File: src/rtl/score_pkg.sv
// Shared score-path definitions: FSM encoding and display-range constants.
package score_pkg;
    localparam int SCORE_W     = 7;
    localparam int DISPLAY_MAX = 99;

    typedef enum logic [1:0] {
        IDLE      = 2'd0,
        PLAYING   = 2'd1,
        GAME_OVER = 2'd2
    } state_e;
endpackage

File: src/rtl/score_keeper_rise_detect.sv
// Rising-edge detector: one history flop; a held level yields a single pulse.
module rise_detect (
    input  logic i_Clk,
    input  logic i_Rst_L,
    input  logic i_Sig,
    output logic o_Rise
);
    logic r_prev;

    always_ff @(posedge i_Clk or negedge i_Rst_L) begin
        if (!i_Rst_L) r_prev <= 1'b0;
        else          r_prev <= i_Sig;
    end

    assign o_Rise = i_Sig & ~r_prev;
endmodule

File: src/rtl/score_keeper.sv
// Game score accumulator and phase FSM feeding the two-digit display.
// Optional high-score tracking is built when SCORE_KEEPER_HIGH_SCORE_EN is defined.
module score_keeper
    import score_pkg::*;
#(
    parameter int MAX_SCORE   = 99,
    parameter int POINT_VALUE = 1
) (
    input  logic               i_Clk,
    input  logic               i_Rst_L,
    input  logic               i_Start,
    input  logic               i_Point,
    input  logic               i_Penalty,
    input  logic               i_Game_Over,
    output logic [SCORE_W-1:0] o_Score,
    output logic [SCORE_W-1:0] o_High_Score,
    output logic               o_Playing,
    output logic               o_Max,
    output logic               o_Changed,
    output logic               o_New_High
);
    logic w_start, w_point, w_pen, w_go;
    logic [SCORE_W:0]   w_sum;
    logic [SCORE_W-1:0] w_inc, w_dec;

    state_e             r_state;
    logic [SCORE_W-1:0] r_score;
    logic               r_playing, r_max, r_changed;

    rise_detect u_rd_start (.i_Clk(i_Clk), .i_Rst_L(i_Rst_L), .i_Sig(i_Start),     .o_Rise(w_start));
    rise_detect u_rd_point (.i_Clk(i_Clk), .i_Rst_L(i_Rst_L), .i_Sig(i_Point),     .o_Rise(w_point));
    rise_detect u_rd_pen   (.i_Clk(i_Clk), .i_Rst_L(i_Rst_L), .i_Sig(i_Penalty),   .o_Rise(w_pen));
    rise_detect u_rd_go    (.i_Clk(i_Clk), .i_Rst_L(i_Rst_L), .i_Sig(i_Game_Over), .o_Rise(w_go));

    // Sum is one bit wider so a large POINT_VALUE cannot wrap before saturation.
    assign w_sum = {1'b0, r_score} + (SCORE_W+1)'(POINT_VALUE);
    assign w_inc = (w_sum >= (SCORE_W+1)'(MAX_SCORE)) ? SCORE_W'(MAX_SCORE) : w_sum[SCORE_W-1:0];
    assign w_dec = (r_score > SCORE_W'(POINT_VALUE)) ? r_score - SCORE_W'(POINT_VALUE) : '0;

    always_ff @(posedge i_Clk or negedge i_Rst_L) begin
        if (!i_Rst_L) begin
            r_state   <= IDLE;
            r_score   <= '0;
            r_playing <= 1'b0;
            r_max     <= 1'b0;
            r_changed <= 1'b0;
        end else begin
            r_changed <= 1'b0;
            case (r_state)
                PLAYING: begin
                    // Game-over wins over any coincident point/penalty.
                    if (w_go) begin
                        r_state   <= GAME_OVER;
                        r_playing <= 1'b0;
                    end else if (w_point && !w_pen) begin
                        r_score   <= w_inc;
                        r_max     <= (w_inc == SCORE_W'(MAX_SCORE));
                        r_changed <= (w_inc != r_score);
                    end else if (w_pen && !w_point) begin
                        r_score   <= w_dec;
                        r_max     <= (w_dec == SCORE_W'(MAX_SCORE));
                        r_changed <= (w_dec != r_score);
                    end
                end
                default: begin
                    if (w_start) begin
                        r_state   <= PLAYING;
                        r_playing <= 1'b1;
                        r_score   <= '0;
                        r_max     <= 1'b0;
                        r_changed <= (r_score != '0);
                    end
                end
            endcase
        end
    end

    assign o_Score   = r_score;
    assign o_Playing = r_playing;
    assign o_Max     = r_max;
    assign o_Changed = r_changed;

`ifdef SCORE_KEEPER_HIGH_SCORE_EN
    logic               r_go_entry, r_new_high;
    logic [SCORE_W-1:0] r_high;

    // Compare one cycle after entering GAME_OVER, against the frozen final score.
    always_ff @(posedge i_Clk or negedge i_Rst_L) begin
        if (!i_Rst_L) begin
            r_go_entry <= 1'b0;
            r_high     <= '0;
            r_new_high <= 1'b0;
        end else begin
            r_go_entry <= (r_state == PLAYING) && w_go;
            r_new_high <= 1'b0;
            if (r_go_entry && (r_score > r_high)) begin
                r_high     <= r_score;
                r_new_high <= 1'b1;
            end
        end
    end

    assign o_High_Score = r_high;
    assign o_New_High   = r_new_high;
`else
    assign o_High_Score = '0;
    assign o_New_High   = 1'b0;
`endif
endmodule

File: config.mk
export PLATFORM = sky130hd
export DESIGN_NAME = score_keeper
export DESIGN_NICKNAME = d
export VERILOG_FILES = /design/src/rtl/score_pkg.sv /design/src/rtl/score_keeper_rise_detect.sv /design/src/rtl/score_keeper.sv
export SDC_FILE = /design/constraint.sdc
export NUM_CORES = 1
export LEC_CHECK = 0
export BUFFER_PORTS_ARGS = -buffer_cell sky130_fd_sc_hd__buf_2
export CORE_MARGIN = 2
export CORE_UTILIZATION = 45
export CTS_CLUSTER_SIZE = 28
export DETAILED_ROUTE_END_ITERATION = 12
export PLACE_DENSITY = 0.66
export SLEW_MARGIN = 20
export SYNTH_ARGS = -nofsm -noshare
export SYNTH_HDL_FRONTEND = slang
export SYNTH_HIERARCHICAL = 1
export SYNTH_SLANG_ARGS = --single-unit
File: constraint.sdc
create_clock -name i_Clk -period 2.17 [get_ports i_Clk]
set_input_delay 0 -clock i_Clk [delete_from_list [all_inputs] [get_ports i_Clk]]
set_output_delay 0 -clock i_Clk [all_outputs]
set_load 0.01 [all_outputs]
* Yosys cells after proc, flatten, opt, wreduce, memory -nomap -nowiden *
Index checks and enable logic that the tools add are counted.

word-level totals
  bits in registers = 16
  output and inout port bits = 18

operators by class
  $add $sub $neg = 2
  order comparisons = 2
  equal/unequal tests = 8
  mux-type cells = 23
  bitwise logic cells = 8
  reductions and logical operators = 8

operators by type and width
  cell                                                           number
  two-way mux 7 bit                                              7
  == test 7 bit, second input constant                           2
  inequality test 7 bit                                          2
  two-way mux 1 bit                                              13
  adder 7 x 1 -> 8 bit, second input constant                    1
  >= comparator 8 x 7 -> 1 bit, second input constant            1
  greater-than comparator 7 x 1 -> 1 bit, second input constant  1
  nonzero test 7 bit                                             1
  subtractor 7 x 1 -> 7 bit, second input constant               1
  two-way mux 2 bit                                              3
  AND 1 bit                                                      4
  inverter 1 bit                                                 4
  inequality test 3 bit, second input constant                   1
  AND reduction 3 bit                                            1
  == test 2 x 1 -> 1 bit, second input constant                  1
  logical AND 1 bit                                              2
  logical NOT 1 bit                                              2
  inequality test 2 x 1 -> 1 bit, second input constant          1
  inequality test 2 bit, second input constant                   1
  AND reduction 2 bit                                            1
  nonzero test 2 bit                                             1

* Depth between registers and ports, before layout *
Gate-level depths: netlist of the first run.

  depth after elaboration = 8
  depth in mapped cells = 10
  gate-level depth less buffers = 8

* Modules after synthesis *
Netlist of the first run, hierarchy kept.

by module, submodules not included
  module        times used  cells an instance  area an instance (um^2)  seq. area each (um^2)
  score_keeper  1           142                1,241.2                  275.3
  rise_detect   4           2                  38.8                     25.0

* Least setup slack after synthesis of the first run *
Ideal clock, no wire load.

  path type = register -> register
  from = register r_score[1], in the netlist o_Score[1]
  to = register r_max, in the netlist o_Max
  arrival = 1.892 ns
  slack = 0.211 ns
  stages on the path, launching flop included = 9
  clock period less this slack = 1.959 ns
  cell sequence = dfrtp_1 > buf_2 > inv_1 > ha_1 > xor2_1 > nor2_1 > o311ai_0 > a2111oi_2 > a32o_1

between the ends
  cells in the longest elaborated chain, start to end = 7
  elaborated cells between the ends (all ways) = 12

RTL lines
  what                                                               line                                    source
  start: declaration                                                 score_keeper.sv:27                      logic [SCORE_W-1:0] r_score;
  start signal: assignment                                           score_keeper.sv:56                      r_score <= w_inc;
  start signal: assignment                                           score_keeper.sv:60                      r_score <= w_dec;
  adder 7 x 1 -> 8 bit (tied with other cells)                       score_keeper.sv:36                      assign w_sum = {1'b0, r_score} + (SCORE_W+1)'(POINT_VALUE);
  >= comparator 8 x 7 -> 1 bit or two-way mux 7 bit (tied branches)  score_keeper.sv:37, score_keeper.sv:38
  two-way mux 7 bit or == test 7 bit (tied branches)                 score_keeper.sv:37, score_keeper.sv:61
  == test 7 bit or two-way mux 1 bit (tied branches)                 score_keeper.sv:57, score_keeper.sv:59
  two-way mux 1 bit *                                                score_keeper.sv:55                      end else if (w_point && !w_pen) begin
  two-way mux 1 bit *                                                score_keeper.sv:52                      if (w_go) begin
  two-way mux 1 bit *                                                score_keeper.sv:49                      case (r_state)
  end signal: assignment                                             score_keeper.sv:57                      r_max <= (w_inc == SCORE_W'(MAX_SCORE));
  end signal: assignment                                             score_keeper.sv:61                      r_max <= (w_dec == SCORE_W'(MAX_SCORE));
  end: declaration                                                   score_keeper.sv:28                      logic r_playing, r_max, r_changed;

Mark *: on every way between the ends. The rest lies on a longest branch, timed or not. The select of a mux whose other input is x is not followed.
A chain may end at the register's enable or synchronous reset.

* Worst setup path in the final report of the first run *
  from = register r_score[3], in the netlist o_Score[3]
  to = register r_max, in the netlist o_Max

The elaborated chain is that of the path after synthesis.

==> results of run 1 <==
## cells in the mapped netlist (4+ instances only)
cell	count	area (µm²)
nor2b_4	4	55.1
nor3_1	5	25.0
buf_4	9	67.6
nand3_1	10	50.1
ha_1	7	87.6
nor2_1	7	26.3
a21oi_1	6	30.0
inv_1	9	33.8
nand2_1	6	22.5
o21ai_1	4	20.0
dfrtp_1	15	375
## critical path, delay by kind of cell (launching register included)
kind / cells / cell delay (ns)
buffers and inverters: 1 / 0.19
AO/OA/AOI/OAI: 2 / 0.54
AND/OR/NAND/NOR: 3 / 0.57
flip-flops: 1 / 0.66
## flip-flops by register name, indices dropped and copies added, names as in the netlist
name	flops
o_Max	1
u_rd_point/r_prev	1
u_rd_go/r_prev	1
o_Changed	1
u_rd_pen/r_prev	1
o_Score	7
u_rd_start/r_prev	1
r_state	2
## path summary, 6_finish.rpt
path | to | slack [ns]
worst min-delay path | o_Score[4] | 0.11
worst max register to register | o_Max | 0.16
min in group i_Clk | u_rd_start/r_prev | 0.34
max in group asynchronous | o_Score[0] | 1.79
worst max-delay path | o_Max | 0.16
worst min register to register | o_Max | 0.50
## power by group
part	internal [mW]	switching, mW
sequential	0.345	0.157
combinational	0.559	0.679
clock	0.0705	0.110
total	0.975	0.946
## through the flow
stage                     power, mW  area, µm²  util [%]
after global placement         1.67       1490      49.5
after CTS                      1.89       1570      52.2
final                          1.92       1580      52.5
after floorplan                1.41       1420         -
after global routing           2.07       1580      52.5
after detailed placement       1.69       1490      49.5
## cell families after synthesis
family                   Yosys count
buffers and inverters             27
adder cells (fa/ha/maj)            7
AO/OA/AOI/OAI                     43
AND/OR/NAND/NOR                   51
other                              1
XOR/XNOR                           5
flip-flops                        15
multiplexers                       1
## cell type report
type                    count  area, µm²
clock inverters             1       7.51
fillers                   285       1430
inverters                   9       33.8
repair buffers             31        208
flip-flops and latches     15        375
clock buffers               3       22.5
well taps                  33       41.3
multi-input cells         115        888
## what timing repair did
action,4_1_cts,5_1_grt
setup buffers,0,1
hold buffers,5,0
hold endpoints to repair,19,0
gates resized for setup,0,1
setup endpoints to repair,0,5
## layer usage
layer  GRT usage [%]  part of all wire, %  up-vias
li1                -                    -      586
met1            25.9                   44      581
met2            32.9                   49       42
met3            4.55                  5.2        7
met4            7.30                  1.4        0
met5               0                    0        -
==> flow_metrics.tcl, run 1 <==
set metrics [dict create \
    netlist_instances 150 \
    final_net_count 188 \
    global_route_wire_length_before_repair_um 5410 \
    arrival_ns 2.27 \
    slew_violations 0 \
    r2r-start "o_Score[3]" \
    grt_overflow 0 \
    r2r.worst_path.cells 6 \
    clock_path_buffers 2 \
    core-area_um2 3000 \
    mostFrequentLayoutCells "15 x buf_2, 15 x dfrtp_1, 11 x buf_4, 10 x nand3_1, 9 x inv_1" \
    worstPathMaxFanout 14 \
    area.growth.synth_to_final_pct 12.9 \
    timing.final.crit_period_ns 2.01 \
    ant_nets 0 \
    setup_repair_after_global_routing_missed_its_margin "false" \
    drive_gt1_share_pct 30.5 \
    synth_mux_area_share_pct 0.717 \
    cp_data_required_time_ns 2.42 \
    final_min_period_over_clock_period_pct 92.7 \
    syn_avg_cell_area_um2 9.31 \
    place_worst_setup_slack_ns 0.0435 \
    synth.ff_latch_count 15 \
    final_critical_path_setup_slack_ns 0.159 \
    diodes 0 \
    worstHoldPathType "primary input to asynchronous set/reset pin" \
    floorplan.die.height_um 59.7 \
    wl_per_cell_um 15.9 \
    post_layout_nonfiller_instances 207 \
    max_ir_drop_vdd_mv 0.538 \
    max_cap_violations 0 \
    synth_flop_cell "dfrtp_1" \
    cp_cell_sequence "nand3_2 -> buf_4 -> nor4_2 -> nor3_2 -> a32oi_1 -> a32o_1" \
    crit_path_start_kind "register" \
    post_drt_via_cell_ratio 5.87 \
    yosys.area_share.simple_pct 24.8 \
    start_util_pct 46.5 \
    tightestPinTransition_ns 0.567 \
    synth_edf_count 0 \
    cts_max_level 1 \
    number_of_antenna_violations_at_the_first_check_in_global_routing 0 \
    crit_path_top_delay_cell "dfrtp_1" \
    drt_first_pass_iters 4 \
    drtIter0Drc 97 \
    hold_ws_ns 0.112 \
    max-slew-margin-rel_pct 61.7 \
    port_buffers 15 \
    tritoncts_clock_tree "yes" \
    synth.yosys.seq_area_share_pct 26.9 \
    cts_sinks 15 \
    synth-compound-area-share_pct 26.3 \
    cp-startpoint "o_Score[3]" \
    worst_setup_path_end_kind "register" \
    die_w_um 59.7 \
    synthXorXnorAreaFrac_pct 3.14 \
    gp_routability_congestion 0.894 \
    post_synth_instance_area_um2 1400 \
    boundaryPins 24 \
    ys_async_sr_fraction_pct 100 \
    synth_cell_types 56 \
    grt_start_max_net_pins 16 \
    leakage_nw 0.677 \
    run_status "finished, final reports clean" \
    design.die.area_um2 3560 \
    clock-root-buffer "clkbuf_4" \
    clk-insertion-delay-late_ns 0.31 \
    detailroute.via_count 1216 \
    power_per_cell_area_nw_per_um2 1220 \
    post-dp-hpwl_um 2400 \
    setup.worst_path.class "register to register" \
    synth_top_family_by_area "compound AO/OA/AOI/OAI gates" \
    hold_viol 0 \
    cts_made_buffers 3 \
    total_detailed_routing_wirelength_um 3290 \
    detail_route.drc_violations 0 \
    ys_warn_count 6 \
    synth_adder_area_share_pct 6.27 \
    totalNegativeSetupSlack_ns 0 \
    clkTransAtPathRegs_ns 0.11 \
    grt.total_usage_pct 20.1 \
    first_global_vias 1130 \
    num_rows 20 \
    achievable-frequency_ghz 0.497 \
    setup_viol_count_final 0 \
    crit_path_max_incr_delay_ns 0.66 \
    clock-skew-final_ns 0.0104 \
    post-place-cells 197 \
]
No activity file was read; power rests on OpenSTA's default activity.
==> run 2: changes to the inputs <==
--- a/config.mk
+++ b/config.mk
@@ -6,7 +6,7 @@
 export NUM_CORES = 1
 export LEC_CHECK = 0
 export BUFFER_PORTS_ARGS = -buffer_cell sky130_fd_sc_hd__buf_2
-export CORE_MARGIN = 2
+export CORE_MARGIN = 8
 export CORE_UTILIZATION = 45
 export CTS_CLUSTER_SIZE = 28
 export DETAILED_ROUTE_END_ITERATION = 12
==> run 2 against run 1 <==
Against the previous run: cell count increased by 0.97%; largest cell class unchanged; global-route usage decreased by 6.7 points; non-clock buffer count up 2; largest power group unchanged; worst hold slack better by 0.0054 ns; wire length is 4.0% higher; clock power shrank 4%; first-iteration DRC count is 15% higher; critical path depth rose by 4; register-to-register slack got worse by 0.02 ns; sequential power about the same; count of clock-buffer cells in the layout stayed put.
==> flow_metrics.tcl, run 2 (same netlist as run 1, synthesis figures left out) <==
set metrics [dict create \
    first_global_vias 1153 \
    port_buffers 15 \
    design.die.area_um2 5140 \
    timing.reg2reg.setup_slack_ns 0.14 \
    worst_setup_path_end_kind "register" \
    max_ir_drop_vdd_mv 0.522 \
    core-area_um2 3000 \
    p_int_mw 0.979 \
    floorplan.die.height_um 71.7 \
    pwr-share-seq_pct 26.0 \
    clock-skew-final_ns 0.00770 \
    total_detailed_routing_wirelength_um 3420 \
    cp_cell_sequence "dlygate4sd3_1 -> buf_2 -> nor2b_4 -> inv_1 -> ha_2 -> nand3_1 -> or3_1 -> a311oi_2 -> a2111oi_2 -> a32o_1" \
    slew_violations 0 \
    global_route_wire_length_before_repair_um 5630 \
    totalNegativeSetupSlack_ns 0 \
    boundaryPins 24 \
    wl_per_cell_um 16.4 \
    comb_power_share_pct 65.1 \
    arrival_ns 2.23 \
    clk-insertion-delay-late_ns 0.30 \
    cp_data_required_time_ns 2.37 \
    final_design_area_no_fill_um2 1600 \
    drive_gt1_share_pct 33.0 \
    clock_path_buffers 2 \
    final_min_period_over_clock_period_pct 93.8 \
    die_w_um 71.7 \
    dpl_cell_area_um2 1510 \
    post_layout_nonfiller_instances 209 \
    crit_path_top_delay_cell "dlygate4sd3_1" \
    drt_first_pass_iters 4 \
    post-place-cells 200 \
    cp-startpoint "i_Penalty" \
    drtIter0Drc 112 \
    max_cap_violations 0 \
    final_net_count 190 \
    clock-root-buffer "clkbuf_4" \
    grt_overflow 0 \
    worstPathMaxFanout 9 \
    grt_start_max_net_pins 17 \
    sw_frac_of_total_pct 49.1 \
    ant_nets 0 \
    r2r.worst_path.cells 7 \
    diodes 0 \
    start_util_pct 46.5 \
    timing.critical_path.max_delay_family "buffers and inverters" \
    cts_max_level 1 \
    power_frac_clock_pct 8.9 \
    bufs_and_invs_on_worst_path 3 \
    r2r-start "o_Score[0]" \
    power.net_switching_mw 0.945 \
    number_of_antenna_violations_at_the_first_check_in_global_routing 0 \
    cts_made_buffers 3 \
    crit_path_start_kind "primary input" \
    tightestPinTransition_ns 0.508 \
    num_rows 20 \
    max-slew-margin-rel_pct 65.7 \
    timing.final.crit_period_ns 2.04 \
    gp_routability_congestion 0.892 \
    run_status "finished, final reports clean" \
    setup_viol_count_final 0 \
    area.growth.synth_to_final_pct 14.9 \
    layout.filler_cells 277 \
    hold_viol 0 \
    achievable-frequency_ghz 0.491 \
    reg2reg_to "o_Max" \
    largest_register_ffs 7 \
    grt.total_usage_pct 13.4 \
    worstHoldPathType "primary input to asynchronous set/reset pin" \
    detail_route.drc_violations 0 \
    post_drt_via_cell_ratio 5.85 \
    power_per_cell_area_nw_per_um2 1200 \
    crit_path_max_incr_delay_ns 0.55 \
    leakage_nw 0.690 \
    mostFrequentLayoutCells "15 x buf_2, 14 x dfrtp_1, 13 x buf_4, 10 x nand3_1, 9 x inv_1" \
    multi_input_comb_area_um2 900 \
    setup_repair_after_global_routing_missed_its_margin "false" \
    layout_commonest_cell "buf_2" \
    detailroute.via_count 1223 \
    post-dp-hpwl_um 2510 \
    cts_post_setup_buffers_inserted 0 \
    setup.worst_path.class "primary input to register" \
    seqCellArea_um2 377 \
    tritoncts_clock_tree "yes" \
    clkTransAtPathRegs_ns 0.10 \
    cts_sinks 15 \
]
[run 2: worst reg2reg max path: cells and delay by family, from the launching register on]
kind / cells / cell delay, ns
compound gates: 3 / 0.81
flops: 1 / 0.49
fa+ha+maj: 1 / 0.28
xor+xnor: 1 / 0.18
buf+inv: 1 / 0.13
simple gates: 1 / 0.09
[run 2: area by class of cell]
class / count / area share [%]
inverters: 9 / 2.11
repair buffers: 33 / 13.9
clock buffers: 3 / 1.40
well taps: 33 / 2.57
flip-flops and latches: 15 / 23.5
multi-input cells: 115 / 56.1
clock inverters: 1 / 0.468
[run 2: power by group through the flow]
| stage | clock [mW] | combinational, mW | sequential (mW) |
|---|---|---|---|
| floorplan | 0 | 0.957 | 0.451 |
| global placement | 0 | 1.18 | 0.499 |
| detailed placement | 0 | 1.19 | 0.503 |
| CTS | 0.181 | 1.21 | 0.496 |
| global route | 0.188 | 1.37 | 0.518 |
| finish | 0.172 | 1.25 | 0.500 |
[run 2: per-layer routing]
metal / share of wire [%] / up-vias / track usage [%] / wire length, µm
met4: 2.0 / 0 / 4.99 / 69
met1: 42 / 584 / 15.7 / 1440
met5: 0 / - / 0 / 0
li1: - / 590 / - / -
met2: 50 / 40 / 23.0 / 1710
met3: 5.8 / 9 / 3.35 / 197
[run 2: worst max-delay path by stage]
stage | end | slack [ns] | cells after the start
global route | o_Max | 0.007 | 7
floorplan | o_Max | 0.21 | 8
global placement | o_Max | 0.09 | 6
finish | o_Max | 0.13 | 10
CTS | o_Max | 0.06 | 6
detailed placement | o_Max | 0.07 | 6
[run 2: stage by stage]
step / hold slack, ns / power, mW / setup slack, ns / util [%]
6_report: 0.118 / 1.92 / 0.134 / 53.4
2_1_floorplan: -0.296 / 1.41 / 0.211 / -
3_3_place_gp: -0.0789 / 1.68 / 0.0884 / 50.2
4_1_cts: 0.125 / 1.89 / 0.0644 / 52.9
3_5_place_dp: -0.0765 / 1.69 / 0.0748 / 50.2
5_1_grt: 0.157 / 2.08 / 0.00670 / 53.4
[run 2: timing repair]
item / in CTS / in global routing
setup endpoints to repair: 0 / 5
gates resized for setup: 0 / 4
hold buffers: 5 / 0
endpoints found under the hold margin: 19 / 0
